**config.mk**
```make
export PLATFORM = sky130hd
export DESIGN_NAME = conv_tile_scheduler_flat
export DESIGN_NICKNAME = d
export VERILOG_FILES = /design/src/rtl/conv_tile_scheduler_if.sv /design/src/rtl/conv_tile_scheduler.sv /design/src/flat_wrapper.sv
export SDC_FILE = /design/constraint.sdc
export NUM_CORES = 1
export LEC_CHECK = 0
export CAP_MARGIN = 20
export CORE_MARGIN = 5
export CORE_UTILIZATION = 30
export CTS_CLUSTER_SIZE = 12
export DETAILED_ROUTE_END_ITERATION = 10
export SETUP_SLACK_MARGIN = 0.2
export SLEW_MARGIN = 20
export SYNTH_ARGS = -nofsm -noshare
export SYNTH_HDL_FRONTEND = slang
export SYNTH_SLANG_ARGS = --single-unit
export TNS_END_PERCENT = 20
```
**constraint.sdc**
```tcl
create_clock -name clk -period 5.6 [get_ports clk]
set_clock_uncertainty 0.1 [all_clocks]
set_input_delay 1.12 -clock clk [delete_from_list [all_inputs] [get_ports clk]]
set_output_delay 1.12 -clock clk [all_outputs]
set_load 0.02 [all_outputs]
```
**src/rtl/conv_tile_scheduler_if.sv**
```systemverilog
// Handshake bundle between the layer sequencer and its surrounding controllers.
//   start_in            layer start pulse (from host)
//   w_done_in           weight load complete pulse
//   c_done_in           compute pass complete pulse
//   w_start_out         weight-load start pulse
//   c_start_out         compute-pass start pulse
//   *_count             current loop-nest tuple, zero-extended to 32 bits
//   first_acc_out       current tuple opens partial-sum accumulation
//   busy_out / done_out layer in progress / layer complete pulse
// master: the side that issues start/done requests and consumes the counts.
// slave:  the scheduler itself.
interface conv_tile_scheduler_if;
  logic        start_in;
  logic        w_done_in;
  logic        c_done_in;
  logic        w_start_out;
  logic        c_start_out;
  logic [31:0] O_CH_MAC_COL_count;
  logic [31:0] I_CH_MAC_ROW_count;
  logic [31:0] W_W_count;
  logic [31:0] W_H_count;
  logic        first_acc_out;
  logic        busy_out;
  logic        done_out;

  modport master (
    output start_in, w_done_in, c_done_in,
    input  w_start_out, c_start_out,
           O_CH_MAC_COL_count, I_CH_MAC_ROW_count, W_W_count, W_H_count,
           first_acc_out, busy_out, done_out
  );

  modport slave (
    input  start_in, w_done_in, c_done_in,
    output w_start_out, c_start_out,
           O_CH_MAC_COL_count, I_CH_MAC_ROW_count, W_W_count, W_H_count,
           first_acc_out, busy_out, done_out
  );
endinterface

```
**src/rtl/conv_tile_scheduler.sv**
```systemverilog
// Loop-nest sequencer for one convolution layer on a MAC_ROW x MAC_COL array.
// Walks every (W_H, W_W, I_CH tile, O_CH tile) tuple, O_CH innermost. For each
// tuple it issues a weight load, waits for completion, issues a compute pass
// and waits for that, then steps the odometer.
// Ports:
//   clk   clock, all logic on posedge
//   rstn  synchronous active-low reset
//   io    conv_tile_scheduler_if.slave: start/done handshakes in, start
//         pulses, loop counts, first_acc/busy/done status out
module conv_tile_scheduler #(
  parameter int unsigned MAC_ROW           = 16,
  parameter int unsigned MAC_COL           = 16,
  parameter int unsigned OFMAP_CHANNEL_NUM = 64,
  parameter int unsigned IFMAP_CHANNEL_NUM = 32,
  parameter int unsigned WEIGHT_WIDTH      = 3,
  parameter int unsigned WEIGHT_HEIGHT     = 3
) (
  input  logic                  clk,
  input  logic                  rstn,
  conv_tile_scheduler_if.slave  io
);

  localparam int unsigned O_TILES = OFMAP_CHANNEL_NUM / MAC_COL;
  localparam int unsigned I_TILES = IFMAP_CHANNEL_NUM / MAC_ROW;

  localparam logic [31:0] O_LAST  = O_TILES - 1;
  localparam logic [31:0] I_LAST  = I_TILES - 1;
  localparam logic [31:0] WW_LAST = WEIGHT_WIDTH - 1;
  localparam logic [31:0] WH_LAST = WEIGHT_HEIGHT - 1;

  typedef enum logic [2:0] {
    IDLE,
    W_ISSUE,
    W_WAIT,
    C_ISSUE,
    C_WAIT,
    ADVANCE,
    DONE
  } state_t;

  state_t      state, state_nxt;
  logic [31:0] o_cnt, i_cnt, ww_cnt, wh_cnt;
  logic [31:0] o_nxt, i_nxt, ww_nxt, wh_nxt;
  logic        last_tuple;
  logic        busy_nxt;

  logic        w_start_r, c_start_r, first_acc_r, busy_r, done_r;

  assign last_tuple = (o_cnt == O_LAST) && (i_cnt == I_LAST) &&
                      (ww_cnt == WW_LAST) && (wh_cnt == WH_LAST);

  always_comb begin
    state_nxt = state;
    o_nxt     = o_cnt;
    i_nxt     = i_cnt;
    ww_nxt    = ww_cnt;
    wh_nxt    = wh_cnt;
    case (state)
      IDLE: begin
        if (io.start_in) state_nxt = W_ISSUE;
      end
      W_ISSUE: state_nxt = W_WAIT;
      W_WAIT: begin
        if (io.w_done_in) state_nxt = C_ISSUE;
      end
      C_ISSUE: state_nxt = C_WAIT;
      C_WAIT: begin
        if (io.c_done_in) state_nxt = last_tuple ? DONE : ADVANCE;
      end
      ADVANCE: begin
        // Odometer: each digit wraps at its last value and carries outward.
        state_nxt = W_ISSUE;
        if (o_cnt != O_LAST) begin
          o_nxt = o_cnt + 32'd1;
        end else begin
          o_nxt = '0;
          if (i_cnt != I_LAST) begin
            i_nxt = i_cnt + 32'd1;
          end else begin
            i_nxt = '0;
            if (ww_cnt != WW_LAST) begin
              ww_nxt = ww_cnt + 32'd1;
            end else begin
              ww_nxt = '0;
              wh_nxt = (wh_cnt != WH_LAST) ? wh_cnt + 32'd1 : '0;
            end
          end
        end
      end
      DONE: begin
        state_nxt = IDLE;
        o_nxt     = '0;
        i_nxt     = '0;
        ww_nxt    = '0;
        wh_nxt    = '0;
      end
      default: state_nxt = IDLE;
    endcase
  end

  assign busy_nxt = state_nxt inside {W_ISSUE, W_WAIT, C_ISSUE, C_WAIT, ADVANCE};

  // Outputs are registered from the next-state/next-count values, so each
  // output register always equals the decode of the state register it sits
  // beside: same cycle-level timing as a pure Moore decode, but glitch-free.
  always_ff @(posedge clk) begin
    if (!rstn) begin
      state       <= IDLE;
      o_cnt       <= '0;
      i_cnt       <= '0;
      ww_cnt      <= '0;
      wh_cnt      <= '0;
      w_start_r   <= 1'b0;
      c_start_r   <= 1'b0;
      first_acc_r <= 1'b0;
      busy_r      <= 1'b0;
      done_r      <= 1'b0;
    end else begin
      state       <= state_nxt;
      o_cnt       <= o_nxt;
      i_cnt       <= i_nxt;
      ww_cnt      <= ww_nxt;
      wh_cnt      <= wh_nxt;
      w_start_r   <= (state_nxt == W_ISSUE);
      c_start_r   <= (state_nxt == C_ISSUE);
      done_r      <= (state_nxt == DONE);
      busy_r      <= busy_nxt;
      first_acc_r <= busy_nxt && (i_nxt == '0) && (ww_nxt == '0) && (wh_nxt == '0);
    end
  end

  assign io.w_start_out        = w_start_r;
  assign io.c_start_out        = c_start_r;
  assign io.O_CH_MAC_COL_count = o_cnt;
  assign io.I_CH_MAC_ROW_count = i_cnt;
  assign io.W_W_count          = ww_cnt;
  assign io.W_H_count          = wh_cnt;
  assign io.first_acc_out      = first_acc_r;
  assign io.busy_out           = busy_r;
  assign io.done_out           = done_r;

endmodule

```
**src/flat_wrapper.sv**
```systemverilog
// flat-port wrapper written by rule: the top's interface ports become plain ports
module conv_tile_scheduler_flat 
#(
  parameter int unsigned MAC_ROW           = 16,
  parameter int unsigned MAC_COL           = 16,
  parameter int unsigned OFMAP_CHANNEL_NUM = 64,
  parameter int unsigned IFMAP_CHANNEL_NUM = 32,
  parameter int unsigned WEIGHT_WIDTH      = 3,
  parameter int unsigned WEIGHT_HEIGHT     = 3
)
  (clk, rstn, io_start_in, io_w_done_in, io_c_done_in, io_w_start_out, io_c_start_out, io_O_CH_MAC_COL_count, io_I_CH_MAC_ROW_count, io_W_W_count, io_W_H_count, io_first_acc_out, io_busy_out, io_done_out);
  conv_tile_scheduler_if io_i ();
  input  logic clk;
  input  logic rstn;
  input wire logic [$bits(io_i.start_in)-1:0] io_start_in;
  input wire logic [$bits(io_i.w_done_in)-1:0] io_w_done_in;
  input wire logic [$bits(io_i.c_done_in)-1:0] io_c_done_in;
  output wire logic [$bits(io_i.w_start_out)-1:0] io_w_start_out;
  output wire logic [$bits(io_i.c_start_out)-1:0] io_c_start_out;
  output wire logic [$bits(io_i.O_CH_MAC_COL_count)-1:0] io_O_CH_MAC_COL_count;
  output wire logic [$bits(io_i.I_CH_MAC_ROW_count)-1:0] io_I_CH_MAC_ROW_count;
  output wire logic [$bits(io_i.W_W_count)-1:0] io_W_W_count;
  output wire logic [$bits(io_i.W_H_count)-1:0] io_W_H_count;
  output wire logic [$bits(io_i.first_acc_out)-1:0] io_first_acc_out;
  output wire logic [$bits(io_i.busy_out)-1:0] io_busy_out;
  output wire logic [$bits(io_i.done_out)-1:0] io_done_out;
  assign io_i.start_in = io_start_in;
  assign io_i.w_done_in = io_w_done_in;
  assign io_i.c_done_in = io_c_done_in;
  assign io_w_start_out = io_i.w_start_out;
  assign io_c_start_out = io_i.c_start_out;
  assign io_O_CH_MAC_COL_count = io_i.O_CH_MAC_COL_count;
  assign io_I_CH_MAC_ROW_count = io_i.I_CH_MAC_ROW_count;
  assign io_W_W_count = io_i.W_W_count;
  assign io_W_H_count = io_i.W_H_count;
  assign io_first_acc_out = io_i.first_acc_out;
  assign io_busy_out = io_i.busy_out;
  assign io_done_out = io_i.done_out;
  conv_tile_scheduler #(.MAC_ROW(MAC_ROW), .MAC_COL(MAC_COL), .OFMAP_CHANNEL_NUM(OFMAP_CHANNEL_NUM), .IFMAP_CHANNEL_NUM(IFMAP_CHANNEL_NUM), .WEIGHT_WIDTH(WEIGHT_WIDTH), .WEIGHT_HEIGHT(WEIGHT_HEIGHT)) u_core (.clk(clk), .rstn(rstn), .io(io_i));
endmodule
```
==> results of run 1 <==
[stage by stage]
step                      instance area (sq um)  utilization  cells
after floorplan                            8640            -   1146
after global placement                    10200        0.358   1601
after detailed placement                  10200        0.358   1601
after CTS                                 10800        0.379   1633
after global routing                      10800        0.379   1633
final                                     10800        0.379   1633
[final timing paths]
check	end	slack [ns]
min reg2reg	u_core.io.O_CH_MAC_COL_count[21]	0.43
max	u_core.io.first_acc_out	1.14
min	u_core.io.O_CH_MAC_COL_count[21]	0.43
max reg2reg	u_core.io.first_acc_out	1.14
[power by group]
group / switching, uW / total, uW / internal [uW]
Clock: 532 / 1170 / 642
Sequential: 6.18 / 978 / 972
Combinational: 45.0 / 67.3 / 22.2
[sequential cells by signal, indices dropped and copies added, names as in the netlist]
| name | cells |
|---|---|
| u_core.io.busy_out | 1 |
| u_core.io.c_start_out | 1 |
| u_core.io.first_acc_out | 1 |
| u_core.state | 3 |
| u_core.io.W_W_count | 32 |
| u_core.io.done_out | 1 |
| u_core.io.W_H_count | 32 |
| u_core.io.I_CH_MAC_ROW_count | 32 |
| u_core.io.w_start_out | 1 |
| u_core.io.O_CH_MAC_COL_count | 32 |
[layout by cell type (no fill, tap or decap), types with 10 or more instances in the layout]
| master | n |
|---|---|
| dfxtp_1 | 136 |
| a31oi_1 | 34 |
| xor2_1 | 17 |
| nor4_2 | 16 |
| nand2_1 | 107 |
| o21ai_1 | 11 |
| clkdlybuf4s50_1 | 137 |
| o21ai_0 | 77 |
| buf_4 | 14 |
| or3_1 | 20 |
| nor3_1 | 38 |
| or4_1 | 10 |
| nand3_1 | 65 |
| and4_1 | 16 |
| o31ai_1 | 11 |
| nor4b_1 | 10 |
| nor4_1 | 27 |
| clkbuf_16 | 17 |
| a21oi_1 | 82 |
| and2_1 | 44 |
| and3_1 | 31 |
| nand4_1 | 42 |
| inv_1 | 15 |
| nor2_1 | 120 |
[layout make-up]
class,instances,area share
multi-input combinational,914,0.507
sequential,136,0.252
timing repair buffer,151,0.136
tap,384,0.0444
clock buffer,17,0.0393
clock inverter,15,0.0157
inverter,16,0.00555
[cell families after synthesis]
logic type	count (synthesis)
flops	136
buf+inv	96
mux	2
simple gates	591
xor+xnor	23
compound gates	291
fa+ha+maj	7
[routing by layer]
layer / routed length, um / vias up
li1: - / 4475
met1: 15000 / 4466
met2: 14700 / 464
met3: 2460 / 56
met4: 881 / 0
met5: 0 / -
[critical path, stage by stage (launching register included)]
cell       delay (ns)
dfxtp_1          0.43
ha_1             0.32
nor4b_2          0.26
nand4_1          0.13
buf_4            0.22
nor4_4           0.33
buf_4            0.41
a31o_2           0.49
o21ai_0          0.19
nand4bb_1        0.23
nor4_2           0.29
o2111ai_1        0.14
or4_1            0.55
nor4_2           0.27
==> impl_metrics.tcl, run 1 <==
set metrics [dict create \
    finalCritPeriodShare 0.796 \
    hold_path.startpoint "u_core.io.O_CH_MAC_COL_count[21]" \
    syn_area_per_cell_sq_um 7.54 \
    ys_ff_latch 136 \
    place_hpwl_um 24200 \
    ant_nets 0 \
    hold_violations 0 \
    critPathKind "reg2reg" \
    endpoint_kind "flip-flop" \
    antennaDiodeCount 0 \
    yosysTopAreaCellShare 0.315 \
    leakage_uw 0.00352 \
    pre_cts_ws_ns 1.21 \
    rsz0062_at_grt "no" \
    root_buffer "clkbuf_16" \
    grtUsageTotal 0.196 \
    synth_area_sq_mm 0.00864 \
    routed_via_density 5.79 \
    clk_latency_ns 0.44 \
    outcome "completed" \
    synthSimpleGateAreaFrac 0.385 \
    pin_count 138 \
    power_uw 2220 \
    cts_tree "done" \
    seq_area_sq_mm 0.00272 \
    ir_drop_uv 211 \
    cts_buffers 17 \
    drcViolationCount 0 \
    relSlewSlack 0.223 \
    min_path_type "reg2reg" \
    synthMuxAreaShare 0.00246 \
    yosys-top-cells-count "dfxtp_1, nor2_1, nand2_1" \
    ys.warnings.count 0 \
    syn_nets 1158 \
    totalWireLength_um 33000 \
    tightestPinTransition_ns 1.15 \
    synth_most_common_cell "dfxtp_1" \
    final_nets 1248 \
    port_buffers 137 \
    htreeDepth 4 \
    hold_ws_ns 0.430 \
    gr-usage-met3 0.0370 \
    whs_path_depth 2 \
    synth_cells 1146 \
    postCtsHoldBufs 0 \
    post-cts-setup-buffer-count 0 \
    startpoint "u_core.io.O_CH_MAC_COL_count[0]" \
    cp-start-kind "flip-flop" \
    synth_compound_area_frac 0.212 \
    synth-xor-area-share 0.0233 \
    synth_top_family_by_area "simple AND/OR/NAND/NOR gates" \
    cts-resized-gates 0 \
    ys_seq_area_frac 0.315 \
    grtUsageMet2 0.304 \
    crit_path_max_fanout 29 \
    die_w_um 180 \
    timing.critical_path.arrival_ns 4.70 \
    reg2regPathDepth 13 \
    rows 62 \
    design.core.area_sq_mm 0.0285 \
    setup_violations 0 \
    final_max_slew_viol_count 0 \
    multi_input_area_sq_mm 0.00549 \
    fin_crit_ns 4.46 \
    grt_pass1_vias 8720 \
    place_congestion 0.926 \
    dr.pass1.iters 7 \
    antenna_found_initial 0 \
    synthAdderAreaFrac 0.0101 \
    maxCapViolations 0 \
    fin_setup_tns_ns 0 \
    avgRoutedWirePerCell_um 20.2 \
    grt_use_met1 0.276 \
    cts.sinks 136 \
    overflow 0 \
    start_util 0.303 \
    synth.distinct_cells 80 \
    async_reset_ff_frac 0 \
    grt_pass1_wl_um 51800 \
    synth_area_leaders "dfxtp_1, nor2_1, a21oi_1" \
    die_y_um 180 \
    pwr_density_cell_mw_per_mm2 205 \
    clkTransAtPathRegs_ns 0.08 \
    fp.dieArea_sq_mm 0.0323 \
    layout-drive-gt1-share 0.0729 \
    drt_iter0_markers 806 \
    setup_ws_ns 1.14 \
    fill_cells 3039 \
    area.growth.synth_to_final_pct 25.3 \
    grt_most_used_layer "met2" \
    synth_top_cell_by_area "dfxtp_1" \
    worstPathRequired_ns 5.85 \
    synth-edff-count 0 \
    grt_max_degree 67 \
    fmaxAchievable_mhz 224 \
    r2r-start "u_core.io.O_CH_MAC_COL_count[0]" \
    cts_buffer_depth 2 \
    synth_ff_type "dfxtp_1" \
    vias 9461 \
]
Power figures use the tool's default switching activity.
==> inputs of run 2 (changes only) <==
==> constraint.sdc (replaced) <==
create_clock -name clk -period 4.1 [get_ports clk]
set_clock_uncertainty 0.1 [all_clocks]
set_input_delay 0.82 -clock clk [delete_from_list [all_inputs] [get_ports clk]]
set_output_delay 0.82 -clock clk [all_outputs]
set_load 0.02 [all_outputs]
==> impl_metrics.tcl, run 2 (synthesis results as in run 1) <==
set metrics [dict create \
    outcome "completed" \
    root_buffer "clkbuf_16" \
    antenna_found_initial 0 \
    critPathBufInv 2 \
    startpoint "u_core.io.O_CH_MAC_COL_count[13]" \
    grtUsageTotal 0.208 \
    grt_max_degree 67 \
    grt_pass1_vias 9212 \
    leakage_uw 0.00413 \
    die_y_um 180 \
    pre_cts_ws_ns -0.00734 \
    r2r_end "u_core.io.first_acc_out" \
    area.growth.synth_to_final_pct 36.1 \
    finalCritPeriodShare 0.898 \
    rsz0062_at_grt "no" \
    start_util 0.303 \
    layout_common_cells "clkdlybuf4s50_1, dfxtp_1, nor2_1, buf_4, nand2_1" \
    critPathKind "reg2reg" \
    cpMaxStageDelayCell "or4_1" \
    fin_crit_ns 3.68 \
    fp.dieArea_sq_mm 0.0323 \
    grt_pass1_wl_um 54500 \
    min_path_type "reg2reg" \
    mostFrequentLayoutCell "clkdlybuf4s50_1" \
    cp_top_family "simple AND/OR/NAND/NOR gates" \
    final_max_slew_viol_count 0 \
    fmaxAchievable_mhz 272 \
    postCtsHoldBufs 0 \
    design_area_sq_mm 0.0118 \
    dr.pass1.iters 5 \
    fill_cells 2982 \
    seq_area_sq_mm 0.00272 \
    die_w_um 180 \
    drt_iter0_markers 939 \
    cp_slowest_stage_delay_ns 0.56 \
    ant_nets 0 \
    hold_ws_ns 0.446 \
    cts_buffers 17 \
    crit_path_max_fanout 23 \
    place_congestion 0.941 \
    tightestPinTransition_ns 0.994 \
    dpl-instance-area_sq_mm 0.0110 \
    timing.critical_path.arrival_ns 3.91 \
    setup_ws_ns 0.420 \
    setup_violations 0 \
    fin_setup_tns_ns 0 \
    hold_violations 0 \
    r2r-start "u_core.io.O_CH_MAC_COL_count[13]" \
    pin_count 138 \
    overflow 0 \
    design.core.area_sq_mm 0.0285 \
    cp.depth 12 \
    multi_input_area_sq_mm 0.00562 \
    cp-endpoint "u_core.io.first_acc_out" \
    final_nets 1356 \
    totalWireLength_um 35200 \
    port_buffers 137 \
    rows 62 \
    pwr_density_cell_mw_per_mm2 252 \
    ir_drop_uv 244 \
    relSlewSlack 0.331 \
    place_hpwl_um 26200 \
    maxCapViolations 0 \
    worstPathRequired_ns 4.33 \
    timing.reg2reg.setup_slack_ns 0.42 \
    clk_latency_ns 0.43 \
    layout-drive-gt1-share 0.158 \
    clkTransAtPathRegs_ns 0.07 \
    htreeDepth 4 \
    antennaDiodeCount 0 \
    vias 9962 \
    routed_via_density 5.72 \
    cp-start-kind "flip-flop" \
    cts.sinks 136 \
    cts_buffer_depth 2 \
    reg2regPathDepth 12 \
    cts_tree "done" \
    drcViolationCount 0 \
    crit_chain "nor4_4, nand4_1, nor4_4, buf_4, buf_8, a31oi_1, a21oi_1, nand4_1, nor4_2, o2111ai_1, or4_1, nor4_2" \
    endpoint_kind "flip-flop" \
    avgRoutedWirePerCell_um 20.2 \
]
[run 2: stage by stage]
stage	total power, uW	util	instances
final	2960	0.412	1741
after global placement	1460	0.384	1700
after detailed placement	1460	0.384	1700
after floorplan	1420	-	1146
after global routing	3050	0.412	1741
after CTS	2990	0.406	1734
[run 2: area by class of cell]
cell class | count | area share
repair buffers | 259 | 0.196
multi-input cells | 914 | 0.478
clock inverters | 15 | 0.0125
inverters | 16 | 0.00511
clock buffers | 17 | 0.0362
flip-flops and latches | 136 | 0.232
well taps | 384 | 0.0409
[run 2: how the worst min path moves through the flow]
stage | from | endpoint | slack, ns | depth (start not counted)
5_1_grt | u_core.io.O_CH_MAC_COL_count[29] | u_core.io.O_CH_MAC_COL_count[29] | 0.49 | 2
2_1_floorplan | u_core.io.W_H_count[29] | u_core.io.W_H_count[29] | 0.47 | 2
3_5_place_dp | u_core.io.O_CH_MAC_COL_count[29] | u_core.io.O_CH_MAC_COL_count[29] | 0.44 | 2
6_report | u_core.io.O_CH_MAC_COL_count[29] | u_core.io.O_CH_MAC_COL_count[29] | 0.45 | 2
3_3_place_gp | u_core.io.O_CH_MAC_COL_count[29] | u_core.io.O_CH_MAC_COL_count[29] | 0.43 | 2
4_1_cts | u_core.io.O_CH_MAC_COL_count[29] | u_core.io.O_CH_MAC_COL_count[29] | 0.45 | 2
[run 2: worst register-to-register path: stages, from the launching register on]
cell and delay, ns:
dfxtp_1 0.37, nor4_4 0.33, nand4_1 0.27, nor4_4 0.32, buf_4 0.22, buf_8 0.21
a31oi_1 0.10, a21oi_1 0.31, nand4_1 0.18, nor4_2 0.26, o2111ai_1 0.16, or4_1 0.56
nor4_2 0.18
[run 2: timing repair]
| action | 4_1_cts | 5_1_grt |
|---|---|---|
| setup buffers | 2 | 6 |
| resized for setup | 6 | 22 |
| cloned | 0 | 1 |
| endpoints found under the setup margin | 1 | 1 |
| pin swaps | 2 | 9 |
[run 2: power breakdown]
group / internal, uW / switching (uW) / total (uW)
Sequential: 1330 / 8.44 / 1340
Combinational: 32.2 / 64.7 / 96.9
Clock: 812 / 719 / 1530
Total: 2170 / 792 / 2960
[run 2: layer usage]
layer  share of wire  global-route usage  vias to the layer above
li1                -                   -                     4706
met1            0.44               0.285                     4731
met2            0.46               0.332                      473
met3           0.079              0.0445                       52
met4           0.023              0.0552                        0
met5               0                   0                        -
